[src/rtl/vga_timing_pkg.sv]
// rtl/vga_timing_pkg.sv - shared widths, default 640x480@60 timing and total helpers
package vga_timing_pkg;

  localparam int POS_W   = 10;
  localparam int FRAME_W = 8;
  localparam int MAX_TOTAL = 1 << POS_W;

  localparam int DEF_H_ACTIVE = 640;
  localparam int DEF_H_FP     = 16;
  localparam int DEF_H_SYNC   = 96;
  localparam int DEF_H_BP     = 48;
  localparam int DEF_V_ACTIVE = 480;
  localparam int DEF_V_FP     = 10;
  localparam int DEF_V_SYNC   = 2;
  localparam int DEF_V_BP     = 33;

  function automatic int h_total(input int active, input int fp, input int sync, input int bp);
    return active + fp + sync + bp;
  endfunction

  function automatic int v_total(input int active, input int fp, input int sync, input int bp);
    return active + fp + sync + bp;
  endfunction

endpackage

[src/rtl/vga_axis_counter.sv]
// rtl/vga_axis_counter.sv - one raster axis: wrapping position counter with sync/active decode
module vga_axis_counter
  import vga_timing_pkg::*;
#(
  parameter int TOTAL      = 800,
  parameter int SYNC_START = 656,
  parameter int SYNC_LEN   = 96,
  parameter int ACTIVE     = 640,
  parameter bit SYNC_POL   = 1'b0
) (
  input  logic             clk,
  input  logic             rst_n,
  input  logic             advance_i,
  output logic [POS_W-1:0] pos_o,
  output logic             sync_o,
  output logic             active_o,
  output logic             wrap_o
);

  localparam logic [POS_W:0] LAST    = (POS_W + 1)'(TOTAL - 1);
  localparam logic [POS_W:0] SYNC_LO = (POS_W + 1)'(SYNC_START);
  localparam logic [POS_W:0] SYNC_HI = (POS_W + 1)'(SYNC_START + SYNC_LEN);
  localparam logic [POS_W:0] ACT_END = (POS_W + 1)'(ACTIVE);

  logic [POS_W-1:0] pos_q, pos_d;
  logic             sync_q, sync_d;
  logic             wrap;

  // Sync is decoded from the next position so it lands on the same edge as pos.
  always_comb begin
    wrap  = ({1'b0, pos_q} == LAST);
    pos_d = pos_q;
    if (advance_i) begin
      pos_d = wrap ? '0 : pos_q + 1'b1;
    end
    sync_d = (({1'b0, pos_d} >= SYNC_LO) && ({1'b0, pos_d} < SYNC_HI)) ? SYNC_POL : ~SYNC_POL;
  end

  always_ff @(posedge clk or negedge rst_n) begin
    if (!rst_n) begin
      pos_q  <= '0;
      sync_q <= ~SYNC_POL;
    end else begin
      pos_q  <= pos_d;
      sync_q <= sync_d;
    end
  end

  // active_o is the next-state qualifier; the top registers it alongside the other axis.
  assign active_o = ({1'b0, pos_d} < ACT_END);
  assign wrap_o   = wrap;
  assign pos_o    = pos_q;
  assign sync_o   = sync_q;

endmodule

[src/rtl/vga_timing_gen.sv]
// rtl/vga_timing_gen.sv - raster timing generator feeding the row-by-row renderer
module vga_timing_gen
  import vga_timing_pkg::*;
#(
  parameter int H_ACTIVE = DEF_H_ACTIVE,
  parameter int H_FP     = DEF_H_FP,
  parameter int H_SYNC   = DEF_H_SYNC,
  parameter int H_BP     = DEF_H_BP,
  parameter int V_ACTIVE = DEF_V_ACTIVE,
  parameter int V_FP     = DEF_V_FP,
  parameter int V_SYNC   = DEF_V_SYNC,
  parameter int V_BP     = DEF_V_BP,
  parameter bit SYNC_POL = 1'b0
) (
  input  logic               clk,
  input  logic               rst_n,
  input  logic               ena,
  output logic [POS_W-1:0]   hpos,
  output logic [POS_W-1:0]   vpos,
  output logic               hsync,
  output logic               vsync,
  output logic               display_on,
  output logic               line_start,
  output logic               frame_start,
  output logic [FRAME_W-1:0] frame_cnt
);

  localparam int H_TOTAL = h_total(H_ACTIVE, H_FP, H_SYNC, H_BP);
  localparam int V_TOTAL = v_total(V_ACTIVE, V_FP, V_SYNC, V_BP);

  if (H_TOTAL > MAX_TOTAL || V_TOTAL > MAX_TOTAL) begin : g_bad_total
    $error("vga_timing_gen: H_TOTAL/V_TOTAL must not exceed 1024");
  end

  logic h_active, h_wrap, v_active, v_wrap, v_adv;

  assign v_adv = ena & h_wrap;

  vga_axis_counter #(
    .TOTAL     (H_TOTAL),
    .SYNC_START(H_ACTIVE + H_FP),
    .SYNC_LEN  (H_SYNC),
    .ACTIVE    (H_ACTIVE),
    .SYNC_POL  (SYNC_POL)
  ) u_h (
    .clk      (clk),
    .rst_n    (rst_n),
    .advance_i(ena),
    .pos_o    (hpos),
    .sync_o   (hsync),
    .active_o (h_active),
    .wrap_o   (h_wrap)
  );

  vga_axis_counter #(
    .TOTAL     (V_TOTAL),
    .SYNC_START(V_ACTIVE + V_FP),
    .SYNC_LEN  (V_SYNC),
    .ACTIVE    (V_ACTIVE),
    .SYNC_POL  (SYNC_POL)
  ) u_v (
    .clk      (clk),
    .rst_n    (rst_n),
    .advance_i(v_adv),
    .pos_o    (vpos),
    .sync_o   (vsync),
    .active_o (v_active),
    .wrap_o   (v_wrap)
  );

  logic               display_on_q, display_on_d;
  logic               line_start_q, line_start_d;
  logic               frame_start_q, frame_start_d;
  logic [FRAME_W-1:0] frame_cnt_q, frame_cnt_d;

  // display_on stays low out of reset until the raster actually moves.
  always_comb begin
    display_on_d  = ena ? (h_active & v_active) : display_on_q;
    line_start_d  = v_adv;
    frame_start_d = v_adv & v_wrap;
    frame_cnt_d   = frame_start_d ? frame_cnt_q + 1'b1 : frame_cnt_q;
  end

  always_ff @(posedge clk or negedge rst_n) begin
    if (!rst_n) begin
      display_on_q  <= 1'b0;
      line_start_q  <= 1'b0;
      frame_start_q <= 1'b0;
      frame_cnt_q   <= '0;
    end else begin
      display_on_q  <= display_on_d;
      line_start_q  <= line_start_d;
      frame_start_q <= frame_start_d;
      frame_cnt_q   <= frame_cnt_d;
    end
  end

  assign display_on  = display_on_q;
  assign line_start  = line_start_q;
  assign frame_start = frame_start_q;
  assign frame_cnt   = frame_cnt_q;

endmodule
[config.mk]
export PLATFORM = sky130hd
export DESIGN_NAME = vga_timing_gen
export DESIGN_NICKNAME = d
export VERILOG_FILES = /design/src/rtl/vga_timing_pkg.sv /design/src/rtl/vga_axis_counter.sv /design/src/rtl/vga_timing_gen.sv
export SDC_FILE = /design/constraint.sdc
export NUM_CORES = 1
export LEC_CHECK = 0
export CAP_MARGIN = 5
export CORE_AREA = 2 2 72 67
export CTS_CLUSTER_DIAMETER = 60
export CTS_CLUSTER_SIZE = 10
export DETAILED_ROUTE_END_ITERATION = 10
export DIE_AREA = 0 0 74 69
export HOLD_SLACK_MARGIN = 0.1
export PLACE_DENSITY = 0.75
export SYNTH_ARGS = -nofsm -noshare
export SYNTH_HDL_FRONTEND = slang
export SYNTH_SLANG_ARGS = --single-unit
[constraint.sdc]
create_clock -name clk -period 3.87 [get_ports clk]
set_clock_uncertainty 0.1 [all_clocks]
set_input_delay 0.774 -clock clk [delete_from_list [all_inputs] [get_ports clk]]
set_output_delay 0.774 -clock clk [all_outputs]
set_load 0.02 [all_outputs]
After elaboration in Yosys (flattened, before gate mapping)
Cells that the tools add are included.

Bits in registers: 33. Bits of input ports: 3.

Add/subtract/negate cells: 3. Magnitude comparators: 6. Equal/unequal tests: 2. Multiplexer cells: 6. Bitwise logic cells: 3. Reduce and logical (&&, ||, !) cells: 2.

Operator list (number): 2-to-1 mux 10 bit (4); adder 10 x 1 -> 10 bit (second input constant) (2); == test 10 bit (second input constant) (2); < comparator 10 bit (second input constant) (2); < comparator 10 x 9 -> 1 bit (second input constant) (2); greater-or-equal comparator 10 bit (second input constant) (1); greater-or-equal comparator 10 x 9 -> 1 bit (second input constant) (1); adder 8 x 1 -> 8 bit (second input constant) (1); bitwise AND 1 bit (3); logical AND 1 bit (2); 2-to-1 mux 1 bit (2).

Longest topological paths before layout
Gate-level depths: netlist of run 1.

Depth in word-level cells: 6. Mapped depth: 10.

By module
Synthesis of run 1 repeated with hierarchy kept, for this count alone.

Cell total of the unflattened synthesis: 179. Area, all modules: 1786.7 µm².

Modules (own cells, without submodules): vga_axis_counter (u_v) (instances 1, cells each 72, area each 666.9 µm², sequential area each 276.5 µm²); vga_axis_counter (u_h) (instances 1, cells each 70, area each 660.6 µm², sequential area each 276.5 µm²); vga_timing_gen (instances 1, cells each 37, area each 459.2 µm², sequential area each 275.3 µm²).

Worst setup path after synthesis of run 1
OpenSTA, ideal clock, no wires.

Path kind: input-to-reg. Start point: in ena. End point: reg display_on_q, in the netlist display_on. Arrival time: 2395 ps. Setup slack: 1254 ps. Stages: 9. Path through: buf_4 nand4_4 or4_4 buf_6 inv_6 nand4_1 xnor2_1 nand4_1 a41o_1.

Word-level cells in the longest chain between the ends: 4. Elaborated cells between the ends (all ways): 6.

RTL lines: start, declared (RTL line vga_timing_gen.sv:17) `input logic ena,`; bitwise AND 1 bit (RTL line vga_timing_gen.sv:37) `assign v_adv = ena & h_wrap;`; 2-to-1 mux 10 bit (RTL line vga_axis_counter.sv:33) `if (advance_i) begin`; via u_v.pos_d[5] (RTL line vga_axis_counter.sv:25) `logic [POS_W-1:0] pos_q, pos_d;`; < comparator 10 x 9 -> 1 bit (RTL line vga_axis_counter.sv:50) `assign active_o = ({1'b0, pos_d} < ACT_END);`; bitwise AND 1 bit (RTL line vga_timing_gen.sv:78) `display_on_d = ena ? (h_active & v_active) : display_on_q;`; end signal, assigned (RTL line vga_timing_gen.sv:91) `display_on_q <= display_on_d;`; end, declared (RTL line vga_timing_gen.sv:71) `logic display_on_q, display_on_d;`.

The timed path passes the listed nets, and every way through them passes these cells. A chain may end at the register's enable or synchronous reset.

Worst setup path after layout of run 1
Ends and elaborated chain as after synthesis.

==> summary.txt, run 1 <==
Critical Path Slowest Stage Cell: sky130_fd_sc_hd__clkdlybuf4s50_1
cts hold-fix bufs: 0
worst supply voltage drop on vdd: 0.000180 V
clock network latency to the later pin of the worst-skew pair: 280 ps
wire length of the first global-routing pass: 5930 µm
number of vias in the routed layout: 1378
Clk pwr share: 26.3%
Total Negative Setup Slacks: 0 ps
crit path buf inv count: 2
relative contribution of combinational cells to total power: 25.3%
highest clock frequency the design can meet: 0.319 GHz
Mapped Cells: 165
CP Data Arrival Time: 3210 ps
RSZ-0062 raised after global routing: false
number of flops mapped to enable cells by yosys: 0
proportion of synthesized flip-flops having asynchronous set or reset: 100%
number of global-route vias before repair: 1277
Inserted Clock Buffers: 5
share of total power consumed by net switching: 33.6%
initial antenna violation count: 0
overall die area: 5110 µm²
remaining global-route overflow: 0
WP data required: 3940 ps
layout cells sized above 1: 7.92%
core footprint: 4350 µm²
largest buffer count on any clock path: 2
switching power: 0.000317 W
Routed Wire Length: 3470 µm
status: completed
number of antenna diodes: 0
PD cells: 434 nW/µm²
number of max-slew violations in the final report: 0
fin nets: 208
DRC violation count after routing: 0
Die Span X: 74 µm
setup-violating endpoint count in the final report: 0
final period utilization: 81.1%
Lkg Pwr: 0.916 nW
Post-Syn Area: 1690 µm²
GRT Util Overall: 14.8%
top library cells by usage in the layout, fill and taps aside: 35 x sky130_fd_sc_hd__clkdlybuf4s50_1, 31 x sky130_fd_sc_hd__dfrtp_1, 16 x sky130_fd_sc_hd__nor2_1
H-tree level count: 2
clock tree from TritonCTS: yes
mean number of vias per cell: 5.22
Critical Path Most Common Cell: sky130_fd_sc_hd__nand4_1
maximum fanout along the worst path: 14
final hold violation count: 0
worst-path cell chain: clkdlybuf4s50_1, nand4_4, or4_4, inv_6, nand4_1, xnor2_1, nand4_1, a41o_1
maximum number of pins on one net before global-route repair: 34
Most used DFF post-synth: sky130_fd_sc_hd__dfrtp_1
kind of end point of the critical path: flop
total internal power: 0.000625 W
synthesized area per cell: 10.3 µm²
initial core utilization: 39.0%
worst slew margin relative to its limit: 64.9%
category of the most critical setup path: in -> reg
slowest cell delay on critical path: 680 ps
vertical die dimension: 69 µm
top cell family by delay on the critical path: simple AND/OR/NAND/NOR gates
flops & latches, synth: 33
most common cell after layout, fill and taps aside: sky130_fd_sc_hd__clkdlybuf4s50_1
startpoint class of the critical path: input pin
core utilization of the finished layout: 49.9%
net count after synthesis: 172
routability congestion estimate: 0.945
part of the total power dissipated in sequential elements: 48.4%
Worst Hold Class: reg -> reg
buffer type at the clock tree root: sky130_fd_sc_hd__clkbuf_8
share of synthesized area occupied by flip-flops and latches: 48.9%
count of port buffers added during placement: 35
remaining number of nets flagged by the antenna check after routing: 0
non-filler cells, final: 264
clock transition at the registers of the reported paths: 70 ps
Post-CTS Setup Inserts: 0
Pre-antenna DRT Iters: 4
site row count: 23
number of cells after detailed placement: 256
Final min period: 3140 ps
yosys synthesis warning count: 0
max cap viols: 0
average wire length per cell after detail routing: 13.1 µm
violation count after the first detailed-route iteration: 105
number of distinct standard cells referenced by the synthesized netlist: 45
relative area change from synthesis to final layout: 28.2%
transition time of the tightest slew-check pin: 522 ps
sink count of the clock tree: 33
filler cell count in the final layout: 384
number of ports placed on the die boundary: 36
Detail Placement HPWL: 2550 µm
Resized cells post-CTS: 0
-- final timing paths --
| check | endpoint | slack [ps] | depth (start not counted) | start |
|---|---|---|---|---|
| max reg2reg | display_on$_DFFE_PN0P_ | 1320 | 8 | u_h.pos_o[0]$_DFF_PN0_ |
| min reg2reg | frame_cnt[7]$_DFFE_PN0P_ | 360 | 1 | frame_cnt[7]$_DFFE_PN0P_ |
| max in group asynchronous | u_v.sync_o$_DFF_PN1_ | 2560 | 2 | rst_n |
| max | display_on$_DFFE_PN0P_ | 730 | 8 | ena |
| min | frame_cnt[7]$_DFFE_PN0P_ | 360 | 1 | frame_cnt[7]$_DFFE_PN0P_ |
| min in group asynchronous | frame_cnt[2]$_DFFE_PN0P_ | 790 | 2 | rst_n |
-- cell usage after synthesis, drive strengths merged (2+ instances only) --
master  number  area (µm²)
dfstp        2        52.6
nand4b       2        17.5
inv          6        27.5
xor2         7        61.3
xnor2       12         105
nor2        17        71.3
or4          2        18.8
or3          2        12.5
and3         5        31.3
nor2b        2        12.5
dfrtp       31         776
a21oi        3        15.0
and4         2        17.5
nand4       11        83.8
buf          5        33.8
nand2       15        56.3
ha           4        50.1
clkbuf       2        7.51
o21ai        6        30.0
o31ai        4        30.0
nand3        7        35.0
-- stage by stage --
| step | hold slack, ps | setup slack (ps) | cell area [µm²] | total power (W) |
|---|---|---|---|---|
| after global routing | 379 | 591 | 2170 | 0.000993 |
| final | 362 | 731 | 2170 | 0.000941 |
| after global placement | 358 | 525 | 2090 | 0.000698 |
| after detailed placement | 363 | 421 | 2090 | 0.000699 |
| after CTS | 372 | 724 | 2170 | 0.000951 |
| after floorplan | 378 | 1250 | 1690 | 0.000599 |
-- metal layers --
metal  wire, µm  vias to the layer above  share of wire, %  global-route usage, %
li1           -                      667                 -                      -
met1       1640                      654                47                   20.3
met2       1550                       52                45                   20.9
met3        232                        5               6.7                   5.41
met4         50                        0               1.4                   5.66
met5          0                        -                 0                      0
-- power groups by stage --
stage / logic (W) / registers, W / clock network [W]
final: 0.000239 / 0.000455 / 0.000247
after global routing: 0.000258 / 0.000464 / 0.000271
after CTS: 0.000242 / 0.000454 / 0.000256
after detailed placement: 0.000240 / 0.000459 / 0
after global placement: 0.000239 / 0.000459 / 0
after floorplan: 0.000127 / 0.000471 / 0
-- worst reg2reg max path: stages (launching register included) --
cell	delay, ps
sky130_fd_sc_hd__dfrtp_1	420
sky130_fd_sc_hd__ha_1	240
sky130_fd_sc_hd__nand4_4	160
sky130_fd_sc_hd__or4_4	640
sky130_fd_sc_hd__inv_6	160
sky130_fd_sc_hd__nand4_1	130
sky130_fd_sc_hd__xnor2_1	210
sky130_fd_sc_hd__nand4_1	130
sky130_fd_sc_hd__a41o_1	260
-- registers in the layout, indices dropped and copies added, names as in the netlist --
name and flops:
u_h.pos_o 10, u_v.sync_o 1, frame_cnt 8, u_v.pos_o 10, frame_start 1, u_h.sync_o 1, line_start 1, display_on 1
-- cell type report --
type | count | area [µm²] | area share, %
repair buffers | 36 | 358 | 16.5
well taps | 62 | 77.6 | 3.58
clock buffers | 6 | 72.6 | 3.34
inverters | 6 | 27.5 | 1.27
multi-input cells | 119 | 796 | 36.7
flip-flops and latches | 33 | 828 | 38.2
clock inverters | 2 | 10.0 | 0.461
-- kinds of logic (layout without fill, tap and decap cells) --
group / Yosys count / after routing / synth area share (%)
AO/OA/AOI/OAI: 24 / 24 / 10.1
XOR/XNOR: 19 / 19 / 9.83
adder cells (fa/ha/maj): 4 / 4 / 2.96
buffers and inverters: 13 / 50 / 4.07
flip-flops: 33 / 33 / 48.9
multiplexers: 2 / 2 / 1.26
AND/OR/NAND/NOR: 70 / 70 / 22.9
Power figures use the tool's default switching activity.
==> run 2, diff against run 1 <==
--- a/config.mk
+++ b/config.mk
@@ -12,7 +12,7 @@
 export DETAILED_ROUTE_END_ITERATION = 10
 export DIE_AREA = 0 0 74 69
 export HOLD_SLACK_MARGIN = 0.1
-export PLACE_DENSITY = 0.75
+export PLACE_DENSITY = 0.77
 export SYNTH_ARGS = -nofsm -noshare
 export SYNTH_HDL_FRONTEND = slang
 export SYNTH_SLANG_ARGS = --single-unit
==> constraint.sdc (replaced) <==
create_clock -name clk -period 2.6 [get_ports clk]
set_clock_uncertainty 0.1 [all_clocks]
set_input_delay 0.52 -clock clk [delete_from_list [all_inputs] [get_ports clk]]
set_output_delay 0.52 -clock clk [all_outputs]
set_load 0.02 [all_outputs]
==> summary.txt, run 2 (same netlist as run 1, synthesis figures left out) <==
violation count after the first detailed-route iteration: 113 (was 105)
most common cell after layout, fill and taps aside: sky130_fd_sc_hd__clkdlybuf4s50_1 (unchanged)
share of total power consumed by net switching: 31.6% (was 33.6%)
Final min period: 2500 ps
maximum number of pins on one net before global-route repair: 34 (unchanged)
core footprint: 4350 µm² (unchanged)
Worst Hold Class: reg -> reg (unchanged)
Clk pwr share: 32.6% (was 26.3%)
Die Span X: 74 µm (unchanged)
relative area change from synthesis to final layout: 38.1% (was 28.2%)
Lkg Pwr: 1.02 nW (was 0.916 nW)
initial core utilization: 39.0% (unchanged)
global routing met3 resource utilization: 3.95% (was 5.41%)
number of antenna diodes: 0 (unchanged)
setup-violating endpoint count in the final report: 0 (unchanged)
remaining global-route overflow: 0 (unchanged)
sink count of the clock tree: 33 (unchanged)
PD cells: 670 nW/µm² (was 434 nW/µm²)
average wire length per cell after detail routing: 14.1 µm (was 13.1 µm)
M1 GR Usage: 23.7% (was 20.3%)
overall die area: 5110 µm² (unchanged)
cts hold-fix bufs: 0 (unchanged)
relative contribution of combinational cells to total power: 25.3% (about the same)
Resized cells post-CTS: 0 (unchanged)
buffer type at the clock tree root: sky130_fd_sc_hd__clkbuf_8 (unchanged)
number of vias in the routed layout: 1460 (was 1378)
max cap viols: 0 (unchanged)
Post-CTS Setup Inserts: 0 (unchanged)
number of ports placed on the die boundary: 36 (unchanged)
startpoint class of the critical path: input pin (unchanged)
wire length of the first global-routing pass: 6570 µm (was 5930 µm)
site row count: 23 (unchanged)
Routed Wire Length: 3940 µm (was 3470 µm)
number of global-route vias before repair: 1321 (was 1277)
routability congestion estimate: 0.879 (was 0.945)
layout cells sized above 1: 15.6% (was 7.92%)
fin nets: 224 (was 208)
Inserted Clock Buffers: 5 (unchanged)
RSZ-0062 raised after global routing: false (unchanged)
clock network latency to the later pin of the worst-skew pair: 290 ps (was 280 ps)
initial antenna violation count: 0 (unchanged)
kind of end point of the critical path: flop (unchanged)
top library cells by usage in the layout, fill and taps aside: 35 x sky130_fd_sc_hd__clkdlybuf4s50_1, 31 x sky130_fd_sc_hd__dfrtp_1, 17 x sky130_fd_sc_hd__buf_4 (was 35 x sky130_fd_sc_hd__clkdlybuf4s50_1, 31 x sky130_fd_sc_hd__dfrtp_1, 16 x sky130_fd_sc_hd__nor2_1)
met2 Usage GRT: 24.1% (was 20.9%)
vertical die dimension: 69 µm (unchanged)
number of max-slew violations in the final report: 0 (unchanged)
Detail Placement HPWL: 2810 µm (was 2550 µm)
maximum fanout along the worst path: 8 (was 14)
mean number of vias per cell: 5.21 (was 5.22)
largest buffer count on any clock path: 2 (unchanged)
status: completed (unchanged)
category of the most critical setup path: in -> reg (unchanged)
Post-Layout Inst Area: 2340 µm² (was 2170 µm²)
part of the total power dissipated in sequential elements: 42.1% (was 48.4%)
worst supply voltage drop on vdd: 0.000345 V (was 0.000180 V)
busiest metal layer after global routing: met2 (unchanged)
H-tree level count: 2 (unchanged)
GRT Util Overall: 16.7% (was 14.8%)
WP data required: 2680 ps (was 3940 ps)
DRC violation count after routing: 0 (unchanged)
count of port buffers added during placement: 35 (unchanged)
core utilization of the finished layout: 53.8% (was 49.9%)
Pre-antenna DRT Iters: 4 (unchanged)
total internal power: 0.00107 W (was 0.000625 W)
switching power: 0.000495 W (was 0.000317 W)
highest clock frequency the design can meet: 0.399 GHz
area post-placement: 2210 µm² (was 2090 µm²)
remaining number of nets flagged by the antenna check after routing: 0 (unchanged)
final hold violation count: 0 (unchanged)
clock tree from TritonCTS: yes (unchanged)
worst slew margin relative to its limit: 55.9% (was 64.9%)
transition time of the tightest slew-check pin: 655 ps (was 522 ps)
clock transition at the registers of the reported paths: 70 ps (about the same)
CP Data Arrival Time: 2580 ps (was 3210 ps)
final period utilization: 96.3%
[run 2: cell count changes in the layout (fill, tap and decap cells not counted), sizes merged]
cell	before	now
buf	1	17
bufinv	0	1
clkbuf	6	7
clkinv	2	0
[run 2: path summary, 6_finish.rpt]
path / start / to / slack [ps] / cells after the start
setup / recovery: ena / display_on$_DFFE_PN0P_ / 100 / 8
hold / removal: frame_cnt[7]$_DFFE_PN0P_ / frame_cnt[7]$_DFFE_PN0P_ / 370 / 1
max in group asynchronous: rst_n / u_v.sync_o$_DFF_PN1_ / 1510 / 2
min in group asynchronous: rst_n / frame_cnt[4]$_DFFE_PN0P_ / 540 / 2
setup reg to reg: u_h.pos_o[0]$_DFF_PN0_ / display_on$_DFFE_PN0P_ / 240 / 8
hold reg to reg: frame_cnt[7]$_DFFE_PN0P_ / frame_cnt[7]$_DFFE_PN0P_ / 370 / 1
[run 2: critical path, cell delays in order]
cell,delay [ps]
sky130_fd_sc_hd__clkdlybuf4s50_1,540
sky130_fd_sc_hd__nand4_4,110
sky130_fd_sc_hd__or4_4,550
sky130_fd_sc_hd__inv_6,100
sky130_fd_sc_hd__nand4_1,140
sky130_fd_sc_hd__xnor2_2,190
sky130_fd_sc_hd__nand4_1,160
sky130_fd_sc_hd__a41o_1,270
[run 2: final cells by class]
class,count,area (µm²)
clock buffers,7,86.3
clock inverters,1,30.0
fillers,399,2010
inverters,6,27.5
multi-input cells,119,811
flip-flops and latches,33,828
well taps,62,77.6
repair buffers,52,478
[run 2: power groups by stage]
stage	combinational (W)	sequential, W	clock (W)
floorplan	0.000190	0.000702	0
global placement	0.000386	0.000669	0
global route	0.000433	0.000673	0.000548
finish	0.000397	0.000660	0.000510
CTS	0.000400	0.000658	0.000518
detailed placement	0.000395	0.000669	0
[run 2: layer usage]
metal / routed length (µm) / share of wire, %
met4: 72 / 1.8
met2: 1820 / 46
met5: 0 / 0
met1: 1840 / 47
met3: 203 / 5.2
[run 2: through the flow]
| stage | TNS, ps | power [W] | hold WS (ps) | instances | worst slack (ps) |
|---|---|---|---|---|---|
| after floorplan | 0 | 0.000891 | 124 | 165 | 172 |
| after global placement | -487 | 0.00105 | 358 | 272 | -126 |
| after detailed placement | -869 | 0.00106 | 366 | 272 | -230 |
| after CTS | 0 | 0.00158 | 376 | 280 | 79.8 |
| after global routing | 0 | 0.00165 | 380 | 280 | 3.02 |
| final | 0 | 0.00157 | 371 | 280 | 95.9 |
==> run 3, diff against run 2 <==
--- a/config.mk
+++ b/config.mk
@@ -6,13 +6,13 @@
 export NUM_CORES = 1
 export LEC_CHECK = 0
 export CAP_MARGIN = 5
-export CORE_AREA = 2 2 72 67
+export CORE_AREA = 2 2 69 71
 export CTS_CLUSTER_DIAMETER = 60
 export CTS_CLUSTER_SIZE = 10
 export DETAILED_ROUTE_END_ITERATION = 10
-export DIE_AREA = 0 0 74 69
+export DIE_AREA = 0 0 71 73
 export HOLD_SLACK_MARGIN = 0.1
-export PLACE_DENSITY = 0.77
+export PLACE_DENSITY = 0.76
 export SYNTH_ARGS = -nofsm -noshare
 export SYNTH_HDL_FRONTEND = slang
 export SYNTH_SLANG_ARGS = --single-unit
==> summary.txt, run 3 (same netlist as run 1, synthesis figures left out) <==
number of vias in the routed layout: 1437 (was 1460)
number of antenna diodes: 0 (unchanged)
top cell family by delay on the critical path: simple AND/OR/NAND/NOR gates (unchanged)
PD cells: 626 nW/µm² (was 670 nW/µm²)
final worst-path setup slack: 221 ps (was 95.9 ps)
initial core utilization: 37.3% (was 39.0%)
max cap viols: 0 (unchanged)
Critical Path Most Common Cell: sky130_fd_sc_hd__nand4_1 (unchanged)
Post-CTS Setup Inserts: 0 (unchanged)
DRC violation count after routing: 0 (unchanged)
crit path buf inv count: 1 (was 2)
H-tree level count: 2 (unchanged)
GRT Util Overall: 15.5% (was 16.7%)
category of the most critical setup path: reg -> reg (was in -> reg)
final period utilization: 91.5% (was 96.3%)
initial antenna violation count: 0 (unchanged)
slowest cell delay on critical path: 550 ps (about the same)
hold slack final: 369 ps (was 371 ps)
highest clock frequency the design can meet: 0.420 GHz (was 0.399 GHz)
relative area change from synthesis to final layout: 36.4% (was 38.1%)
Detail Placement HPWL: 2750 µm (was 2810 µm)
maximum number of pins on one net before global-route repair: 34 (unchanged)
violation count after the first detailed-route iteration: 137 (was 113)
WP data required: 2670 ps (was 2680 ps)
fin nets: 226 (was 224)
sink count of the clock tree: 33 (unchanged)
kind of end point of the critical path: flop (unchanged)
Worst Hold Class: reg -> reg (unchanged)
status: completed (unchanged)
Pre-antenna DRT Iters: 4 (unchanged)
cts hold-fix bufs: 0 (unchanged)
clock tree from TritonCTS: yes (unchanged)
remaining number of nets flagged by the antenna check after routing: 0 (unchanged)
Overall Power: 0.00144 W (was 0.00157 W)
startpoint class of the critical path: flop (was input pin)
Resized cells post-CTS: 0 (unchanged)
Lkg Pwr: 1.02 nW (about the same)
number of global-route vias before repair: 1375 (was 1321)
layout cells sized above 1: 16.4% (was 15.6%)
clock network latency to the later pin of the worst-skew pair: 280 ps (was 290 ps)
clock transition at the registers of the reported paths: 70 ps (about the same)
worst-path cell chain: ha_1, nand4_4, or4_4, inv_6, nand4_1, xnor2_2, nand4_1, a41o_1 (was clkdlybuf4s50_1, nand4_4, or4_4, inv_6, nand4_1, xnor2_2, nand4_1, a41o_1)
average wire length per cell after detail routing: 13.5 µm (was 14.1 µm)
Inserted Clock Buffers: 5 (unchanged)
wire length of the first global-routing pass: 6370 µm (was 6570 µm)
maximum fanout along the worst path: 9 (was 8)
core footprint: 4540 µm² (was 4350 µm²)
count of port buffers added during placement: 35 (unchanged)
Die Span X: 71 µm (was 74 µm)
number of max-slew violations in the final report: 0 (unchanged)
most common cell after layout, fill and taps aside: sky130_fd_sc_hd__clkdlybuf4s50_1 (unchanged)
site row count: 25 (was 23)
Final min period: 2380 ps (was 2500 ps)
largest buffer count on any clock path: 2 (unchanged)
overall die area: 5180 µm² (was 5110 µm²)
RSZ-0062 raised after global routing: false (unchanged)
top library cells by usage in the layout, fill and taps aside: 34 x sky130_fd_sc_hd__clkdlybuf4s50_1, 31 x sky130_fd_sc_hd__dfrtp_1, 19 x sky130_fd_sc_hd__buf_4 (was 35 x sky130_fd_sc_hd__clkdlybuf4s50_1, 31 x sky130_fd_sc_hd__dfrtp_1, 17 x sky130_fd_sc_hd__buf_4)
worst slew margin relative to its limit: 57.2% (was 55.9%)
filler cell count in the final layout: 431 (was 399)
worst supply voltage drop on vdd: 0.000380 V (was 0.000345 V)
pre-CTS setup slack: -261 ps (was -230 ps)
setup-violating endpoint count in the final report: 0 (unchanged)
Routed Wire Length: 3700 µm (was 3940 µm)
routability congestion estimate: 0.860 (was 0.879)
number of ports placed on the die boundary: 36 (unchanged)
final hold violation count: 0 (unchanged)
buffer type at the clock tree root: sky130_fd_sc_hd__clkbuf_8 (unchanged)
Critical Path Slowest Stage Cell: sky130_fd_sc_hd__or4_4 (unchanged)
mean number of vias per cell: 5.24 (was 5.21)
remaining global-route overflow: 0 (unchanged)
vertical die dimension: 73 µm (was 69 µm)
transition time of the tightest slew-check pin: 636 ps (was 655 ps)
CP Data Arrival Time: 2450 ps (was 2580 ps)
[run 3: changes by cell type in the layout (fill, tap and decap cells not counted), sizes merged]
cell	before	now
dlymetal6s2s	0	1
bufinv	1	0
clkbuf	7	5
clkinvlp	0	1
clkdlybuf4s50	35	34
clkinv	0	2
buf	17	19
[run 3: per-layer routing]
layer	vias up	GRT usage, %	wire length (µm)
met5	-	0	0
met4	0	6.92	78
met3	10	4.42	176
met2	43	23.1	1670
met1	684	21.0	1770
li1	700	-	-
[run 3: worst paths after layout]
check                           slack [ps]  cells after the start                     start                  endpoint
worst max-delay path                   220                      8    u_h.pos_o[0]$_DFF_PN0_    display_on$_DFFE_PN0P_
worst min-delay path                   370                      1  frame_cnt[7]$_DFFE_PN0P_  frame_cnt[7]$_DFFE_PN0P_
worst max register to register         220                      8    u_h.pos_o[0]$_DFF_PN0_    display_on$_DFFE_PN0P_
worst min register to register         370                      1  frame_cnt[7]$_DFFE_PN0P_  frame_cnt[7]$_DFFE_PN0P_
max in group asynchronous             1540                      2                     rst_n      u_v.sync_o$_DFF_PN1_
min in group asynchronous              530                      2                     rst_n    u_v.pos_o[3]$_DFF_PN0_
[run 3: metrics by stage]
step | instance area [µm²] | std cells | util, % | TNS [ps]
2_1_floorplan | 1690 | 165 | - | 0
3_3_place_gp | 2210 | 266 | 48.8 | -518
3_5_place_dp | 2210 | 266 | 48.8 | -948
4_1_cts | 2300 | 274 | 50.7 | 0
5_1_grt | 2310 | 274 | 50.9 | 0
6_report | 2310 | 274 | 50.9 | 0
[run 3: power by group]
part	total (W)	internal, W	switching, W
logic	0.000419	0.000200	0.000219
clock network	0.000379	0.000185	0.000194
registers	0.000646	0.000570	0.0000754
[run 3: final cells by class]
class | instances | area (µm²) | area share (%)
clock buffer | 5 | 68.8 | 2.98
inverter | 6 | 27.5 | 1.19
tap | 54 | 67.6 | 2.93
timing repair buffer | 54 | 495 | 21.5
multi-input combinational | 119 | 803 | 34.8
clock inverter | 3 | 17.5 | 0.759
sequential | 33 | 828 | 35.9
